## src/rtl/restoring_divider_pkg.sv

```systemverilog
// Shared definitions for the restoring divider: default sizing and FSM state type.
package restoring_divider_pkg;

  localparam int unsigned DIV_WIDTH = 16;
  localparam int unsigned DIV_CNT_W = 5;

  typedef enum logic [1:0] {
    IDLE = 2'd0,
    RUN  = 2'd1,
    FIN  = 2'd2
  } state_e;

endpackage

```

## src/rtl/restoring_divider_sub_stage.sv

```systemverilog
// Combinational N-bit subtractor A - B built as a ripple of full-adder cells
// fed with inverted B and carry-in 1; Borrow is the inverted carry-out.
module sub_stage #(
  parameter int unsigned N = 17
) (
  input  logic [N-1:0] A,
  input  logic [N-1:0] B,
  output logic [N-1:0] Diff,
  output logic         Borrow
);

  logic [N:0] carry;

  always_comb begin
    carry    = '0;
    carry[0] = 1'b1;
    Diff     = '0;
    for (int unsigned i = 0; i < N; i++) begin
      Diff[i]    = A[i] ^ ~B[i] ^ carry[i];
      carry[i+1] = (A[i] & ~B[i]) | (carry[i] & (A[i] ^ ~B[i]));
    end
    Borrow = ~carry[N];
  end

endmodule

```

## src/rtl/restoring_divider.sv

```systemverilog
// Sequential unsigned restoring divider: one trial subtraction per clock,
// Start/Busy/Done handshake, divide-by-zero short-circuits straight to FIN.
module restoring_divider
  import restoring_divider_pkg::*;
#(
  parameter int unsigned WIDTH = DIV_WIDTH,
  parameter int unsigned CNT_W = DIV_CNT_W
) (
  input  logic             Clk,
  input  logic             Rst_n,
  input  logic             Start,
  input  logic [WIDTH-1:0] Dividend,
  input  logic [WIDTH-1:0] Divisor,
  output logic             Busy,
  output logic             Done,
  output logic [WIDTH-1:0] Quotient,
  output logic [WIDTH-1:0] Remainder,
  output logic             DivByZero
);

  state_e           state_q, state_d;
  logic [WIDTH-1:0] q_q, q_d, d_q, d_d, r_q, r_d;
  logic [WIDTH-1:0] quot_q, quot_d, rem_q, rem_d;
  logic             dbz_q, dbz_d;
  logic [CNT_W-1:0] cnt_q, cnt_d;

  logic [WIDTH:0]   r_shift, trial;
  logic             borrow;
  logic [WIDTH-1:0] q_next, r_next;

  // The restored remainder is always below D, so only WIDTH bits are stored;
  // the extra bit exists only in the shifted value fed to the subtractor.
  always_comb r_shift = {r_q, q_q[WIDTH-1]};

  sub_stage #(.N(WIDTH + 1)) u_sub (
    .A      (r_shift),
    .B      ({1'b0, d_q}),
    .Diff   (trial),
    .Borrow (borrow)
  );

  always_comb begin
    q_next = {q_q[WIDTH-2:0], ~borrow};
    r_next = borrow ? r_shift[WIDTH-1:0] : trial[WIDTH-1:0];
  end

  always_comb begin
    state_d = state_q;
    q_d     = q_q;
    d_d     = d_q;
    r_d     = r_q;
    quot_d  = quot_q;
    rem_d   = rem_q;
    dbz_d   = dbz_q;
    cnt_d   = '0;
    Busy    = 1'b0;
    Done    = 1'b0;

    case (state_q)
      IDLE, FIN: begin
        Done    = (state_q == FIN);
        state_d = IDLE;
        if (Start) begin
          d_d = Divisor;
          if (Divisor != '0) begin
            q_d     = Dividend;
            r_d     = '0;
            dbz_d   = 1'b0;
            state_d = RUN;
          end else begin
            q_d     = '1;
            r_d     = Dividend;
            quot_d  = '1;
            rem_d   = Dividend;
            dbz_d   = 1'b1;
            state_d = FIN;
          end
        end
      end
      RUN: begin
        Busy = 1'b1;
        q_d  = q_next;
        r_d  = r_next;
        if (cnt_q == CNT_W'(WIDTH - 1)) begin
          quot_d  = q_next;
          rem_d   = r_next;
          state_d = FIN;
        end else begin
          cnt_d = cnt_q + CNT_W'(1);
        end
      end
      default: state_d = IDLE;
    endcase
  end

  always_ff @(posedge Clk or negedge Rst_n) begin
    if (!Rst_n) state_q <= IDLE;
    else        state_q <= state_d;
  end

  always_ff @(posedge Clk or negedge Rst_n) begin
    if (!Rst_n) begin
      q_q    <= '0;
      d_q    <= '0;
      r_q    <= '0;
      quot_q <= '0;
      rem_q  <= '0;
      dbz_q  <= 1'b0;
      cnt_q  <= '0;
    end else begin
      q_q    <= q_d;
      d_q    <= d_d;
      r_q    <= r_d;
      quot_q <= quot_d;
      rem_q  <= rem_d;
      dbz_q  <= dbz_d;
      cnt_q  <= cnt_d;
    end
  end

  // With R < D on entry to each step, the difference MSB equals the borrow.
  always_ff @(posedge Clk) begin
    if (Rst_n && state_q == RUN) assert (trial[WIDTH] == borrow);
  end

  always_comb begin
    Quotient  = quot_q;
    Remainder = rem_q;
    DivByZero = dbz_q;
  end

endmodule
```

## config.mk

```make
export PLATFORM = sky130hd
export DESIGN_NAME = restoring_divider
export DESIGN_NICKNAME = d
export VERILOG_FILES = /design/src/rtl/restoring_divider_pkg.sv /design/src/rtl/restoring_divider_sub_stage.sv /design/src/rtl/restoring_divider.sv
export SDC_FILE = /design/constraint.sdc
export NUM_CORES = 1
export LEC_CHECK = 0
export CORE_ASPECT_RATIO = 2
export CORE_UTILIZATION = 45
export CTS_CLUSTER_DIAMETER = 30
export DETAILED_ROUTE_END_ITERATION = 6
export PLACE_DENSITY = 0.74
export SLEW_MARGIN = 20
export SYNTH_ARGS = -nofsm -noshare
export SYNTH_HDL_FRONTEND = slang
export SYNTH_SLANG_ARGS = --single-unit
```

## constraint.sdc

```tcl
create_clock -name Clk -period 10.7 [get_ports Clk]
set_input_delay 1.07 -clock Clk [delete_from_list [all_inputs] [get_ports Clk]]
set_output_delay 1.07 -clock Clk [all_outputs]
set_load 0.02 [all_outputs]
```

==> results of run 1 <==
==> tightest hold or removal path: cells and delay by family (launching register included) <==
family | cells | cell delay (ns)
and+or+nand+nor | 1 | 0.05
DFF | 1 | 0.34
AOI/OAI and AO/OA | 1 | 0.06
==> logic make-up after synthesis <==
family / synth area share [%]
flops: 50.93
fa+ha+maj: 7.523
xor+xnor: 0.4052
buf+inv: 7.321
mux: 0.5208
simple gates: 13.25
compound gates: 20.05
==> power by group <==
| part | internal (W) | total [W] | switching (W) |
|---|---|---|---|
| Clock | 0.000206 | 0.000340 | 0.000134 |
| Sequential | 0.000493 | 0.000609 | 0.000117 |
| Combinational | 0.000434 | 0.000912 | 0.000478 |
==> final cells by class <==
class	instances	share of cell area, %
clock buffers	10	4.297
clock inverters	6	1.714
inverters	37	2.700
multi-input cells	271	33.98
flip-flops and latches	88	41.32
well taps	104	2.442
repair buffers	73	13.55
==> cells in the mapped netlist, types with 15 or more instances <==
| library cell | number |
|---|---|
| a32oi_1 | 16 |
| a211oi_1 | 16 |
| fa_1 | 15 |
| o31ai_1 | 15 |
| a21oi_1 | 16 |
| nand2_1 | 63 |
| o22a_1 | 15 |
| dfrtp_1 | 88 |
| nor3_1 | 15 |
| nor2_1 | 37 |
| inv_1 | 35 |
| o21ai_0 | 21 |
| clkbuf_1 | 16 |
==> layer usage <==
layer / wire (µm) / GRT usage [%] / up-vias
li1: - / - / 1596
met1: 4016 / 26.84 / 1696
met2: 5869 / 40.15 / 101
met3: 492 / 3.360 / 18
met4: 241 / 10.42 / 0
met5: 0 / 0 / -
==> through the flow <==
stage	cells	instance area [µm²]	setup slack (ns)
after floorplan	426	4324	3.956
after global placement	573	5005	3.609
final	589	5329	3.326
after CTS	589	5325	3.334
after global routing	589	5329	2.998
after detailed placement	573	5005	3.392
==> state kept, by name, indices dropped and copies added, names as in the netlist <==
register,flops
cnt_q,5
d_q,16
state_q,2
Remainder,16
q_q,16
DivByZero,1
r_q,16
Quotient,16
==> how the worst min path moves through the flow <==
stage	to	slack, ns	cells after the start
5_1_grt	cnt_q[0]	0.50	1
3_3_place_gp	cnt_q[0]	0.45	1
6_report	DivByZero	0.48	2
4_1_cts	cnt_q[0]	0.48	1
2_1_floorplan	cnt_q[0]	0.43	1
3_5_place_dp	cnt_q[0]	0.47	1
==> qor.yml, run 1 <==
status:
  status: "finished with violations"
  violations: "DRC"
route:
  drc: 7
  wire_per_inst_um: 18.03
  ant_nets: 0
  vias_per_cell: 5.791
  first_iter_violations: 245
  vias: 3411
  totalWireLength_mm: 10.62
  drtPass1Iterations: 7
critical_path:
  crit_end: "r_q[14]"
  crit_path_top_delay_cell: "fa_1"
  worstPathRequired_ns: 10.93
  crit_fanout: 15
  path_delay_family: "adder cells"
  setup.worst_path.start: "q_q[15]"
  r2r_slack_ns: 3.33
  reg2reg_depth: 23
  path_cells: "inv_1, ha_1, fa_1, fa_1, fa_1, fa_1, fa_1, fa_1, fa_1, fa_1, fa_1, fa_1, fa_1, fa_1, inv_1, fa_1, inv_1, fa_1, inv_1, fa_1, o21ai_2, a2bb2oi_1, a211oi_1"
  worstReg2RegStart: "q_q[15]"
  cp-start-kind: "flop"
  crit_arrival_ns: 7.61
  cp.depth: 23
  crit_type: "flop to flop"
  cp_common_cell: "fa_1"
  max_stage_delay_ns: 0.42
  path_buf_inv: 4
  r2r-end: "r_q[14]"
  critPathCaptureType: "flop"
sta:
  setup_viol: 0
  hold_viol_final: 0
  finalCritPeriodShare_pct: 68.92
  tns_ns: 0
  slew_violations: 0
  slew_headroom_pct: 30.30
  finalCriticalPeriod_ns: 7.374
  fmax_mhz: 135.6
  rsz0062_at_grt: "false"
  skew_ns: 0.007026
  worstMarginPinSlew_ns: 1.045
  timing.hold.ws_ns: 0.4776
synth:
  ys_seq_elements: 88
  syn_inst: 426
  syn_nets: 478
  synth_warnings: 0
  synth_area_per_cell_um2: 10.15
  synth_top_cell_by_area: "dfrtp_1"
  syn_area_um2: 4324
  ys_seq_area_share_pct: 50.93
  synth_area_leaders: "dfrtp_1 (51%), fa_1 (6.9%), nand2_1 (5.5%), a32oi_1 (3.2%), nor2_1 (3.2%)"
  async_flop_share_pct: 100.0
  yosysUniqueCellTypes: 38
  synth.top_cell.area_share_pct: 50.93
  synth_ff_type: "dfrtp_1"
  synth-edff-count: 0
pwr:
  leakage_nw: 2.326
  power_density_nw_per_um2: 349.3
  ir_drop_mv: 0.1740
  power.total_w: 0.001862
die:
  die_h_um: 140.6
  start_util_pct: 46.39
  core-area_um2: 9321
  fp-row-count: 50
  die_area_um2: 10030
  die-width_um: 71.32
  pin_count: 70
cells_and_area:
  syn2layout_area_growth_pct: 23.23
  seq_area_um2: 2202
  final_common_cell: "dfrtp_1"
  nets: 532
  final_cell_mix: "dfrtp_1 (88), clkdlybuf4s50_1 (68), nand2_1 (63)"
  diodes: 0
  drive_above_1_share_pct: 5.979
  multi_input_area_um2: 1810
  fill_cells: 810
  utilization_pct: 57.17
grt:
  grt_max_degree: 85
  grt_pass1_wl_mm: 17.69
  grt_use_total_pct: 22.78
  grt_remaining_overflow: 0
  grt_pass1_vias: 3480
  antenna_found_initial: 0
clock_tree:
  cts_buffer_depth: 2
  htree_num_levels: 3
  clkTransAtPathRegs_ns: 0.06
  root_buffer: "clkbuf_16"
  post-cts-setup-buffers: 0
  cts.sinks: 88
  post_cts_resize_count: 0
  tritoncts: "done"
  hold_buffers: 0
  insertion_delay_ns: 0.34
  numCtsBuffers: 9
worst_hold_path:
  hp-class: "flop to flop"
  worst_hold_startpoint: "DivByZero"
place:
  routabilityCongestion: 0.8567
  dpl.hpwl_mm: 7.207
  io_buffers: 69
run:
  cap_violations: 0
No activity file was read; power rests on OpenSTA's default activity.
==> inputs of run 2 (changes only) <==
--- a/config.mk
+++ b/config.mk
@@ -9,7 +9,7 @@
 export CORE_UTILIZATION = 45
 export CTS_CLUSTER_DIAMETER = 30
 export DETAILED_ROUTE_END_ITERATION = 6
-export PLACE_DENSITY = 0.74
+export PLACE_DENSITY = 0.77
 export SLEW_MARGIN = 20
 export SYNTH_ARGS = -nofsm -noshare
 export SYNTH_HDL_FRONTEND = slang
==> constraint.sdc (replaced) <==
create_clock -name Clk -period 6.1 [get_ports Clk]
set_input_delay 0.61 -clock Clk [delete_from_list [all_inputs] [get_ports Clk]]
set_output_delay 0.61 -clock Clk [all_outputs]
set_load 0.02 [all_outputs]
==> run 2 against run 1 <==
The run ends with DRC, setup timing left; non-clock buffer count is 9 higher; worst hold slack lost 0.17 ns; setup slack worse by 3.8 ns; utilization rose by 3.1 points; clock power grew 75%; count of clock-buffer cells in the layout down 1; first-iteration DRC count grew 14%; critical endpoint is now r_q[15].
==> qor.yml, run 2 (same netlist as run 1, synthesis figures left out) <==
status:
  status: "finished with violations"
  violations: "DRC, setup timing"
critical_path:
  worstPathRequired_ns: 6.36  # -4.57 ns
  cp-start-kind: "flop"
  crit_type: "flop to flop"
  crit_fanout: 3  # -12
  cp_common_cell: "fa_2"
  critPathCaptureType: "flop"
  max_stage_delay_ns: 0.38  # -0.04 ns
  crit_arrival_ns: 6.81  # -0.80 ns
  crit_path_top_delay_cell: "fa_2"
pwr:
  power_density_nw_per_um2: 673.4  # +93%
  power.total_w: 0.003783  # +100%
  leakage_nw: 2.382  # +2.4%
  ir_drop_mv: 0.3462  # +99%
clock_tree:
  cts.sinks: 88  # unchanged
  clkTransAtPathRegs_ns: 0.07  # about the same
  numCtsBuffers: 9  # unchanged
  insertion_delay_ns: 0.35  # about the same
  htree_num_levels: 3  # unchanged
  hold_buffers: 0  # unchanged
  root_buffer: "clkbuf_16"
  tritoncts: "done"
  cts_buffer_depth: 2  # unchanged
place:
  io_buffers: 69  # unchanged
  routabilityCongestion: 0.8547  # -0.23%
  dpl.hpwl_mm: 7.776  # +7.9%
grt:
  grt_max_degree: 89  # +4.7%
  grt_pass1_vias: 3679  # +5.7%
  grt_remaining_overflow: 0  # unchanged
  antenna_found_initial: 0  # unchanged
  grt_use_total_pct: 25.67  # +2.9 points
  grt_pass1_wl_mm: 19.27  # +8.9%
sta:
  fin_ws_ns: -0.4466  # -3.772 ns
  worstMarginPinSlew_ns: 1.028  # -0.01782 ns
  fmax_mhz: 152.8  # +13%
  slew_violations: 0  # unchanged
  skew_ns: 0.005908  # -0.001118 ns
  rsz0062_at_grt: "true"
  setup_viol: 34  # +34
  finalCritPeriodShare_pct: 107.3  # +38 points
  slew_headroom_pct: 31.12  # +0.81 points
  hold_viol_final: 0  # unchanged
  finalCriticalPeriod_ns: 6.547  # -0.8277 ns
route:
  vias_per_cell: 5.962  # +2.9%
  wire_per_inst_um: 20.11  # +12%
  totalWireLength_mm: 12.05  # +13%
  ant_nets: 0  # unchanged
  drc: 5  # -2
  first_iter_violations: 279  # +14%
  vias: 3571  # +4.7%
  drtPass1Iterations: 7  # unchanged
die:
  die_area_um2: 10030  # unchanged
  fp-row-count: 50  # unchanged
  die_h_um: 140.6  # unchanged
  core-area_um2: 9321  # unchanged
  pin_count: 70  # unchanged
  die-width_um: 71.32  # unchanged
  start_util_pct: 46.39  # unchanged
cells_and_area:
  final_cell_mix: "dfrtp_1 (88), clkdlybuf4s50_1 (68), nand2_1 (63)"
  drive_above_1_share_pct: 16.16  # +10 points
  diodes: 0  # unchanged
  utilization_pct: 60.27  # +3.1 points
  syn2layout_area_growth_pct: 29.92
  fill_cells: 727  # -10%
  final_common_cell: "dfrtp_1"
  nets: 542  # +1.9%
run:
  cap_violations: 0  # unchanged
worst_hold_path:
  hp-class: "input port to async pin"
run 2: cell count changes in the layout (fill, tap and decap cells not counted), moves of 3 or more:
cell and change:
fa_1 -14, fa_2 +14, a2bb2oi_1 -12, a2bb2oi_2 +12, a211oi_1 -6, a211oi_2 +6
buf_4 +5, clkinvlp_4 +3
run 2: layer usage:
metal  share of wire (%)  global-route usage [%]
met2                  53                   43.96
met5                   0                       0
met1                  35                   29.26
met4                 5.3                   14.95
met3                 5.9                   5.004
run 2: report_power, final:
| part | total [W] | switching [W] | internal, W |
|---|---|---|---|
| Combinational | 0.00209 | 0.00103 | 0.00105 |
| Sequential | 0.00110 | 0.000236 | 0.000864 |
| Clock | 0.000596 | 0.000238 | 0.000358 |
run 2: repair_timing:
| action | 4_1_cts | 5_1_grt |
|---|---|---|
| pin swaps | 13 | 6 |
| gates cloned | 0 | 1 |
| endpoints found under the setup margin | 34 | 34 |
| setup buffers | 7 | 0 |
| resized for setup | 11 | 5 |
| hold endpoints to repair | 0 | 0 |
run 2: cell type report:
cell class | instances | area, µm² | area share (%)
flip-flops and latches | 88 | 2202 | 39.20
multi-input cells | 272 | 1998 | 35.57
repair buffers | 82 | 822.0 | 14.63
clock buffers | 9 | 225.2 | 4.009
inverters | 37 | 143.9 | 2.561
well taps | 104 | 130.1 | 2.316
clock inverters | 7 | 96.34 | 1.715
run 2: stage by stage:
step	hold slack [ns]	setup WS, ns	cell area [µm²]	TNS, ns	instances
finish	0.3071	-0.4466	5618	-13.33	599
floorplan	0.3144	-0.02831	4438	-0.3806	426
global placement	0.4587	-0.3186	5121	-8.809	575
detailed placement	0.4713	-0.5028	5121	-13.45	575
CTS	0.4800	-0.3960	5578	-12.21	598
global route	0.3880	-0.6355	5618	-19.77	599
run 2: critical path, delay by kind of cell, from the launching register on:
kind / cells / cell delay, ns
and+or+nand+nor: 2 / 0.23
AOI/OAI and AO/OA: 2 / 0.38
DFF: 1 / 0.34
adders and majority gates: 16 / 5.15
buffers and inverters: 5 / 0.37
run 2: worst paths after layout:
path                       startpoint       endpoint  slack, ns  depth (start not counted)
max                           q_q[15]        r_q[15]      -0.45                         25
min                             Rst_n  Remainder[11]       0.31                          1
min reg2reg                  cnt_q[0]       cnt_q[0]       0.49                          1
min in group Clk             cnt_q[0]       cnt_q[0]       0.49                          1
max reg2reg                   q_q[15]        r_q[15]      -0.45                         25
max in group asynchronous       Rst_n         d_q[3]       5.23                          1
